===== src/rtl/chess_pkg.sv =====
// chess_pkg
//   Shared definitions for the board evaluator and the move generators:
//   piece kind codes, colour constants and the material weight table.
//   A piece is stored as a signed byte: the sign gives the colour
//   (+ white, - black, 0 empty) and the magnitude gives the kind.
package chess_pkg;

  // Piece kinds by magnitude of the signed piece byte
  typedef enum logic [2:0] {
    PC_NONE   = 3'd0,
    PC_PAWN   = 3'd1,
    PC_KNIGHT = 3'd2,
    PC_BISHOP = 3'd3,
    PC_ROOK   = 3'd4,
    PC_QUEEN  = 3'd5,
    PC_KING   = 3'd6
  } piece_kind_t;

  // Colour constants as they appear in the sign of a piece byte
  localparam logic signed [7:0] WHITE = 8'sd1;
  localparam logic signed [7:0] BLACK = -8'sd1;
  localparam logic signed [7:0] EMPTY = 8'sd0;

  // Material weights, indexed by piece kind
  localparam logic [7:0] W_PAWN   = 8'd1;
  localparam logic [7:0] W_KNIGHT = 8'd3;
  localparam logic [7:0] W_BISHOP = 8'd3;
  localparam logic [7:0] W_ROOK   = 8'd5;
  localparam logic [7:0] W_QUEEN  = 8'd9;
  localparam logic [7:0] W_KING   = 8'd100;

  // Weight of a piece magnitude; anything outside 1..6 is worth nothing
  function automatic logic [7:0] piece_weight(input logic [7:0] mag);
    logic [7:0] w;
    w = 8'd0;
    case (mag)
      8'(PC_PAWN):   w = W_PAWN;
      8'(PC_KNIGHT): w = W_KNIGHT;
      8'(PC_BISHOP): w = W_BISHOP;
      8'(PC_ROOK):   w = W_ROOK;
      8'(PC_QUEEN):  w = W_QUEEN;
      8'(PC_KING):   w = W_KING;
      default:       w = 8'd0;
    endcase
    return w;
  endfunction

endpackage


===== src/rtl/piece_value.sv =====
// piece_value
//   Combinational material value of one square.
//   Ports:
//     piece - signed piece byte (sign = colour, magnitude = kind)
//     value - signed weighted value, positive for white, negative for black
module piece_value
  import chess_pkg::*;
(
  input  logic        [7:0] piece,
  output logic signed [7:0] value
);

  logic [7:0] mag;
  logic [7:0] weight;

  // Magnitude of -128 is 128, which falls outside the table and weighs 0
  always_comb begin
    mag    = piece[7] ? (~piece + 8'd1) : piece;
    weight = piece_weight(mag);
    value  = piece[7] ? -$signed(weight) : $signed(weight);
  end

endmodule


===== src/rtl/board_eval.sv =====
// board_eval
//   Scores a run of 64-word boards produced by the move generator and
//   reports the index and effective score of the best one.
//   Ports:
//     clk, rst              - clock, synchronous active-high reset
//     slave_*               - CPU register port: 1 src, 2 n_boards, 3 side,
//                             write 0 starts; read 0 best_idx, 1 best score
//     master_*              - read-only SDRAM master, one read in flight
module board_eval
  import chess_pkg::*;
(
  input  logic        clk,
  input  logic        rst,
  output logic        slave_waitrequest,
  input  logic [3:0]  slave_address,
  input  logic        slave_read,
  output logic [31:0] slave_readdata,
  input  logic        slave_write,
  input  logic [31:0] slave_writedata,
  input  logic        master_waitrequest,
  output logic [31:0] master_address,
  output logic        master_read,
  input  logic [31:0] master_readdata,
  input  logic        master_readdatavalid,
  output logic        master_write,
  output logic [31:0] master_writedata
);

  typedef enum logic [2:0] {
    IDLE, ARGS, RD_REQ, RD_WAIT, ACCUM, NEXT_BOARD, DONE
  } state_t;

  localparam logic signed [15:0] BEST_INIT = 16'sh8000;

  state_t             state, state_next;
  logic [31:0]        src_addr;
  logic [7:0]         n_boards;
  logic               side_black;
  logic [3:0]         cmd_addr;
  logic [31:0]        cmd_data;
  logic [5:0]         square;
  logic [7:0]         board_idx;
  logic signed [15:0] accum;
  logic signed [15:0] best_score;
  logic [31:0]        best_idx;
  logic [7:0]         piece;
  logic signed [7:0]  piece_val;
  logic signed [15:0] eff_score;
  logic               last_board;
  logic               unused_readdata;

  piece_value u_piece_value (
    .piece (piece),
    .value (piece_val)
  );

  assign eff_score       = side_black ? -accum : accum;
  assign last_board      = (board_idx == (n_boards - 8'd1));
  assign unused_readdata = ^master_readdata[31:8];

  // Writes are only taken while idle or done; every other state stalls the CPU.
  // Reset also holds the stall and kills any read request combinationally.
  assign slave_waitrequest = rst || !((state == IDLE) || (state == DONE));
  assign master_read       = !rst && (state == RD_REQ);
  assign master_write      = 1'b0;
  assign master_writedata  = '0;

  // Read mux for results; unknown addresses read as zero
  always_comb begin
    slave_readdata = '0;
    case (slave_address)
      4'd0:    slave_readdata = best_idx;
      4'd1:    slave_readdata = {{16{best_score[15]}}, best_score};
      default: slave_readdata = '0;
    endcase
  end

  // Datapath and state register. The SDRAM address simply walks forward by one
  // word per square, since the boards are contiguous, so it stays stable while
  // a request waits and needs no multiply. The square counter wraps to 0 on
  // its own after square 63.
  always_ff @(posedge clk) begin
    if (rst) begin
      state          <= IDLE;
      src_addr       <= '0;
      n_boards       <= '0;
      side_black     <= 1'b0;
      cmd_addr       <= '0;
      cmd_data       <= '0;
      square         <= '0;
      board_idx      <= '0;
      accum          <= '0;
      best_score     <= BEST_INIT;
      best_idx       <= '1;
      piece          <= '0;
      master_address <= '0;
    end else begin
      state <= state_next;
      case (state)
        IDLE, DONE: begin
          if (slave_write) begin
            cmd_addr <= slave_address;
            cmd_data <= slave_writedata;
          end
        end
        ARGS: begin
          case (cmd_addr)
            4'd0: begin
              square         <= '0;
              board_idx      <= '0;
              accum          <= '0;
              best_score     <= BEST_INIT;
              best_idx       <= '1;
              master_address <= src_addr;
            end
            4'd1:    src_addr   <= cmd_data;
            4'd2:    n_boards   <= cmd_data[7:0];
            4'd3:    side_black <= (cmd_data == 32'hFFFF_FFFF);
            default: ;
          endcase
        end
        RD_WAIT: begin
          if (master_readdatavalid) piece <= master_readdata[7:0];
        end
        ACCUM: begin
          accum          <= accum + {{8{piece_val[7]}}, piece_val};
          square         <= square + 6'd1;
          master_address <= master_address + 32'd4;
        end
        NEXT_BOARD: begin
          if (eff_score > best_score) begin
            best_score <= eff_score;
            best_idx   <= {24'd0, board_idx};
          end
          accum     <= '0;
          board_idx <= board_idx + 8'd1;
        end
        default: ;
      endcase
    end
  end

  // Next-state logic; strict greater-than in NEXT_BOARD keeps the lower index on ties
  always_comb begin
    state_next = state;
    case (state)
      IDLE:       if (slave_write) state_next = ARGS;
      ARGS: begin
        if (cmd_addr == 4'd0) state_next = (n_boards == 8'd0) ? DONE : RD_REQ;
        else                  state_next = IDLE;
      end
      RD_REQ:     if (!master_waitrequest) state_next = RD_WAIT;
      RD_WAIT:    if (master_readdatavalid) state_next = ACCUM;
      ACCUM:      state_next = (square == 6'd63) ? NEXT_BOARD : RD_REQ;
      NEXT_BOARD: state_next = last_board ? DONE : RD_REQ;
      DONE: begin
        if (slave_write)                               state_next = ARGS;
        else if (slave_read && slave_address == 4'd0) state_next = IDLE;
      end
      default:    state_next = IDLE;
    endcase
  end

endmodule


===== config.mk =====
export PLATFORM = sky130hd
export DESIGN_NAME = board_eval
export DESIGN_NICKNAME = d
export VERILOG_FILES = /design/src/rtl/chess_pkg.sv /design/src/rtl/piece_value.sv /design/src/rtl/board_eval.sv
export SDC_FILE = /design/constraint.sdc
export NUM_CORES = 1
export LEC_CHECK = 0
export CORE_UTILIZATION = 30
export DETAILED_ROUTE_END_ITERATION = 6
export DONT_BUFFER_PORTS = 1
export GPL_TIMING_DRIVEN = 1
export PLACE_DENSITY_LB_ADDON = 0.15
export SYNTH_ARGS = -nofsm -noshare
export SYNTH_HDL_FRONTEND = slang
export SYNTH_HIERARCHICAL = 1
export SYNTH_SLANG_ARGS = --single-unit

===== constraint.sdc =====
create_clock -name clk -period 10.1 [get_ports clk]
set_input_delay 0.505 -clock clk [delete_from_list [all_inputs] [get_ports clk]]
set_output_delay 0.505 -clock clk [all_outputs]
set_load 0.02 [all_outputs]

==> After elaboration in Yosys (flattened, before gate mapping) <==
Cells that the tools add are included.
{ "classes": {"add_sub_neg": 8, "n_lt_le_gt_ge": 1, "eq_ne": 25, "n_mux": 29, "n_bitwise": 1, "n_reduce_logical": 25} }
{ "op_table": {"columns": ["op", "n"], "rows": [
  ["$pmux 32 s2", 3],
  ["$mux 32", 3],
  ["$mux 16", 4],
  ["$pmux 16 s3", 1],
  ["$pmux 7 s5", 1],
  ["$add 32x3->32 const B", 1],
  ["$eq 32x32->1 const B", 1],
  ["$pmux 16 s2", 1],
  ["$mux 3", 9],
  ["$eq 8x3->1 const B", 3],
  ["$mux 8", 3],
  ["$pmux 3 s7", 1],
  ["$add 16x16->16", 1],
  ["$add 8x1->8 const B", 2],
  ["$eq 8x2->1 const B", 2],
  ["$gt 16x16->1", 1],
  ["$neg 16->16", 1],
  ["$pmux 8 s2", 1],
  ["$reduce_and 2->1", 8],
  ["$pmux 6 s2", 1],
  ["$ne 2x2->1 const B", 5],
  ["$eq 3x3->1 const B", 3],
  ["$eq 4x1->1 const B", 2],
  ["$eq 4x2->1 const B", 2],
  ["other kinds (22)", 29]
]} }
{ "totals": {"regBits": 198, "in_bits": 74, "output_inout_bits": 99, "wordCells": 102} }

==> Depth between registers and ports, before layout <==
{ "logic_depth": {"word_depth": 10, "ltp_mapped": 20, "depth_no_buf": 18} }

==> Modules after synthesis <==
The synthesis kept the hierarchy.
{ "modules_own_cells": {"columns": ["mod", "instances", "cells_each", "area_each_um2", "seq_area_each_um2"], "rows": [
  ["board_eval", 1, 1218, 9415.3, 3503.4],
  ["piece_value", 1, 54, 346.6, 0.0]
]} }

==> Worst setup path after synthesis <==
OpenSTA, ideal clock, no wires.
{ "synth_timing": {"path_kind": "reg2reg", "start": "register piece[0]", "end": "register accum[14]", "setup_ns": 0.063, "t_arrival_ns": 3.985, "t_required_ns": 10.037, "path_slack_ns": 6.052, "stages_incl_launch_ff": 19, "path_buffers": 2, "synth_period_minus_slack_ns": 4.048, "path_cell_list": "dfxtp_1 -> buf_2 -> inv_1 -> ha_1 -> or3b_1 -> nor4_1 -> o31ai_1 -> buf_6 -> or3_1 -> ha_1 -> nand2_1 -> o31ai_1 -> fa_1 -> a211oi_1 -> o21ai_0 -> o2111ai_1 -> a31oi_1 -> or4_1 -> nand3_1"} }
{ "synth_via": {"elab_chain_cells": 10, "elab_cells_between_ends": 15, "classes_between": "3 x add/sub; 6 x eq/ne; 4 x mux; 1 x bitwise; 1 x reduce/logical"} }
{ "synth_lines": {"columns": ["item", "line", "source"], "rows": [
  ["from (decl)", "board_eval.sv:46", "logic [7:0] piece;"],
  ["from (signal assigned)", "board_eval.sv:123", "if (master_readdatavalid) piece <= master_readdata[7:0];"],
  ["$not 8->8", "piece_value.sv:18", "mag = piece[7] ? (~piece + 8'd1) : piece;"],
  ["$add 8x1->8", "piece_value.sv:18", null],
  ["$mux 8 *", "piece_value.sv:18", null],
  ["$eq 8x2->1", "chess_pkg.sv:36", "case (mag)"],
  ["$reduce_or 2->1 (no line)", null, null],
  ["$pmux 7 s5 *", "chess_pkg.sv:36", null],
  ["$neg 7->8", "piece_value.sv:20", "value = piece[7] ? -$signed(weight) : $signed(weight);"],
  ["$mux 8 *", "piece_value.sv:20", null],
  ["via piece_val[1]", "board_eval.sv:47", "logic signed [7:0] piece_val;"],
  ["$add 16x16->16 *", "board_eval.sv:126", "accum <= accum + {{8{piece_val[7]}}, piece_val};"],
  ["$pmux 16 s3 *", "board_eval.sv:99", "case (state)"],
  ["to (signal assigned)", "board_eval.sv:126", null],
  ["to (decl)", "board_eval.sv:43", "logic signed [15:0] accum;"]
]} }
Mark *: on every way through the listed nets, which the timed path passes. The rest lies on a longest branch.
A chain may end at the register's enable or synchronous reset.

==> Worst setup path after layout <==
Ends and elaborated chain as after synthesis.

==> results.cfg <==
[clocking]
cts_tree = yes
clockBufferDepth = 2
post-cts-setup-buffer-count = 0
clock_latency_ps = 450
cts_inserted_buffers = 17
cts_resized = 0
cts-htree-levels = 4
clock_tree.root_cell = clkbuf_16
clkSlewWorstSetupHoldPaths_ps = 80
hold_buffers = 0
numClockSinks = 175

[logic_synthesis]
yosys-top-cells-area = dfxtp_1 (36%), nand2_1 (9.6%), a21oi_1 (7.5%)
postSynthAreaPerCell_um2 = 7.67
ys_seq_area_share_pct = 35.9
ys_ff_latch = 175
synth_edf_count = 0
post-synth-top-count-cell = nand2_1
ys.warnings.count = 6
synth_area_um2 = 9760
synth_flop_cell = dfxtp_1
netlist_instances = 1272
synth_cell_types = 74
ys_async_sr_fraction_pct = 0
synth.cells.most_frequent = nand2_1 (249), dfxtp_1 (175), a21oi_1 (147)
synth_top_area_share_pct = 35.9
synth_largest_area_cell = dfxtp_1

[pwr]
power.internal_mw = 1.21
cellPowerDensity_nw_per_um2 = 185
p_total_mw = 1.94
p_sw_share_pct = 37.7
switching_power_mw = 0.733
p_leak_nw = 3.90
seq_power_share_pct = 43.0
peakVddDrop_uv = 137
pwr-share-clk_pct = 34.9
p_comb_share_pct = 22.1

[routing]
via_per_inst = 5.04
first_pass_iters = 5
finalWirelength_mm = 27.2
via_count = 8402
drt-initial-drc-count = 477
ant_nets = 0
avgRoutedWirePerCell_um = 16.3
drc_errors = 0

[worst_setup_path]
cp_cell_sequence = inv_1 -> ha_1 -> or3b_1 -> nor4_1 -> o31ai_1 -> buf_4 -> or3_1 -> ha_1 -> nand2_1 -> o31ai_1 -> fa_1 -> a211oi_1 -> o21ai_0 -> o2111ai_1 -> a31oi_1 -> or4_1 -> nand3_1
crit_arrival_ps = 5000
rrSetupSlack_ps = 5480
path_max_fanout = 11
r2r-start = piece[0]$_SDFFE_PP0P_
cp-start-kind = flip-flop
cp.required_ps = 10480
rr_endpoint = accum[14]$_SDFFE_PP0P_
crit_path_max_incr_delay_ps = 500
crit_family = simple AND/OR/NAND/NOR gates
r2r_cells = 17
critPathSlowestCell = or4_1
endpoint_kind = flip-flop
crit_buf_inv = 2
crit_type = reg -> reg

[sta]
fin_tns_setup_ps = 0
fin_crit_sh_pct = 45.7
hold_slack_ps = 153
fmax_mhz = 216
hold_viol_final = 0
drv_slew = 0
fin_skew_ps = 14.1
rsz0062_at_grt = false
tightest_slew_ps = 967
finalSetupViolations = 0
slew-limit-headroom_pct = 33.9
period_needed_ps = 4620

[finish]
nets = 1332
layout-drive-gt1-share_pct = 5.85
syn2layout_area_growth_pct = 7.61
antenna_cells = 0
fill_cells = 3476

[floorplanning]
rows = 65
core_area_um2 = 31800
start_util_pct = 30.7
dieArea_um2 = 33300
die_y_um = 182
die_w_um = 182
io_pins = 173

[worst_hold_path]
hold-path-cell-count = 1
hold_start = rst
worstHoldPathType = in -> reg
hold_end = best_score[11]$_SDFFE_PP0P_

[grt]
grt_overflow = 0
grt_pass1_vias = 7921
grt.total_usage_pct = 16.4
grt_max_degree = 173
antenna_found_initial = 0
grt_pass1_wl_mm = 43.2

[status]
status = finished, final reports clean

[place]
dpl.hpwl_mm = 19.0
portBuffers = 0
gp_congestion = 0.789

[run]
maxCapViolCount = 0
-- area by class of cell --
| class | count | area (um^2) | area share, % |
|---|---|---|---|
| multi-input combinational | 978 | 5640 | 53.7 |
| sequential | 175 | 3500 | 33.3 |
| tap | 435 | 544 | 5.18 |
| clock buffer | 17 | 425 | 4.05 |
| clock inverter | 15 | 166 | 1.58 |
| inverter | 33 | 124 | 1.18 |
| timing repair buffer | 13 | 97.6 | 0.929 |
-- cells in the final DEF, fill, tap and decap left out, types with 15 or more instances in the layout --
cell / n
a31oi_1: 15
dfxtp_1: 175
o21ai_0: 36
ha_1: 39
nand4_1: 26
xnor2_1: 28
nand3_1: 32
clkbuf_16: 17
nor2_1: 103
nor3_1: 25
conb_1: 33
inv_1: 33
a21oi_1: 147
mux2i_1: 24
nor2b_1: 23
nand2_1: 248
-- metal layers --
layer | part of all wire, % | GRT usage [%] | up-vias
li1 | - | - | 4271
met1 | 45 | 19.9 | 3950
met2 | 49 | 28.8 | 158
met3 | 5.0 | 4.31 | 23
met4 | 1.0 | 4.10 | 0
met5 | 0 | 0 | -
-- state kept, by name, indices dropped and copies added (netlist names), 3 cells and up --
name and flops:
cmd_addr 4, best_score 16, src_addr 32, best_idx 9, accum 16, square 6, state 3, piece 8
n_boards 8, cmd_data 32, master_address 32, board_idx 8
-- worst max path at each step --
| stage | end | startpoint | depth (start not counted) | slack (ps) |
|---|---|---|---|---|
| finish | accum[14]$_SDFFE_PP0P_ | piece[0]$_SDFFE_PP0P_ | 17 | 5480 |
| detailed placement | best_score[13]$_SDFFE_PP0P_ | accum[0]$_SDFFE_PP0P_ | 12 | 5530 |
| CTS | accum[14]$_SDFFE_PP0P_ | piece[0]$_SDFFE_PP0P_ | 17 | 5490 |
| global placement | best_score[13]$_SDFFE_PP0P_ | accum[0]$_SDFFE_PP0P_ | 12 | 5590 |
| global route | best_score[8]$_SDFFE_PP0P_ | accum[0]$_SDFFE_PP0P_ | 12 | 5070 |
| floorplan | accum[14]$_SDFFE_PP0P_ | piece[0]$_SDFFE_PP0P_ | 18 | 6050 |
-- cell families after synthesis --
logic type	Yosys count	synth area share, %
fa+ha+maj	40	5.20
compound gates	301	19.1
buf+inv	151	7.83
other cells	1	0.0384
xor+xnor	39	3.50
mux	31	3.27
simple gates	534	25.2
flops	175	35.9
-- metrics by stage --
step / std cells / area, um^2 / utilization (%) / worst slack [ps]
detailed placement: 1634 / 9910 / 31.2 / 5530
global route: 1666 / 10500 / 33.0 / 5070
finish: 1666 / 10500 / 33.0 / 5480
CTS: 1666 / 10500 / 33.0 / 5490
global placement: 1634 / 9910 / 31.2 / 5590
floorplan: 1304 / 9880 / - / 6050
-- power by group through the flow --
| stage | logic (mW) | registers (mW) | clock network [mW] |
|---|---|---|---|
| after floorplan | 0.365 | 0.809 | 0 |
| after global placement | 0.432 | 0.853 | 0 |
| after detailed placement | 0.435 | 0.854 | 0 |
| after CTS | 0.436 | 0.837 | 0.699 |
| after global routing | 0.482 | 0.846 | 0.724 |
| final | 0.429 | 0.836 | 0.677 |
No activity file was read; power rests on OpenSTA's default activity.
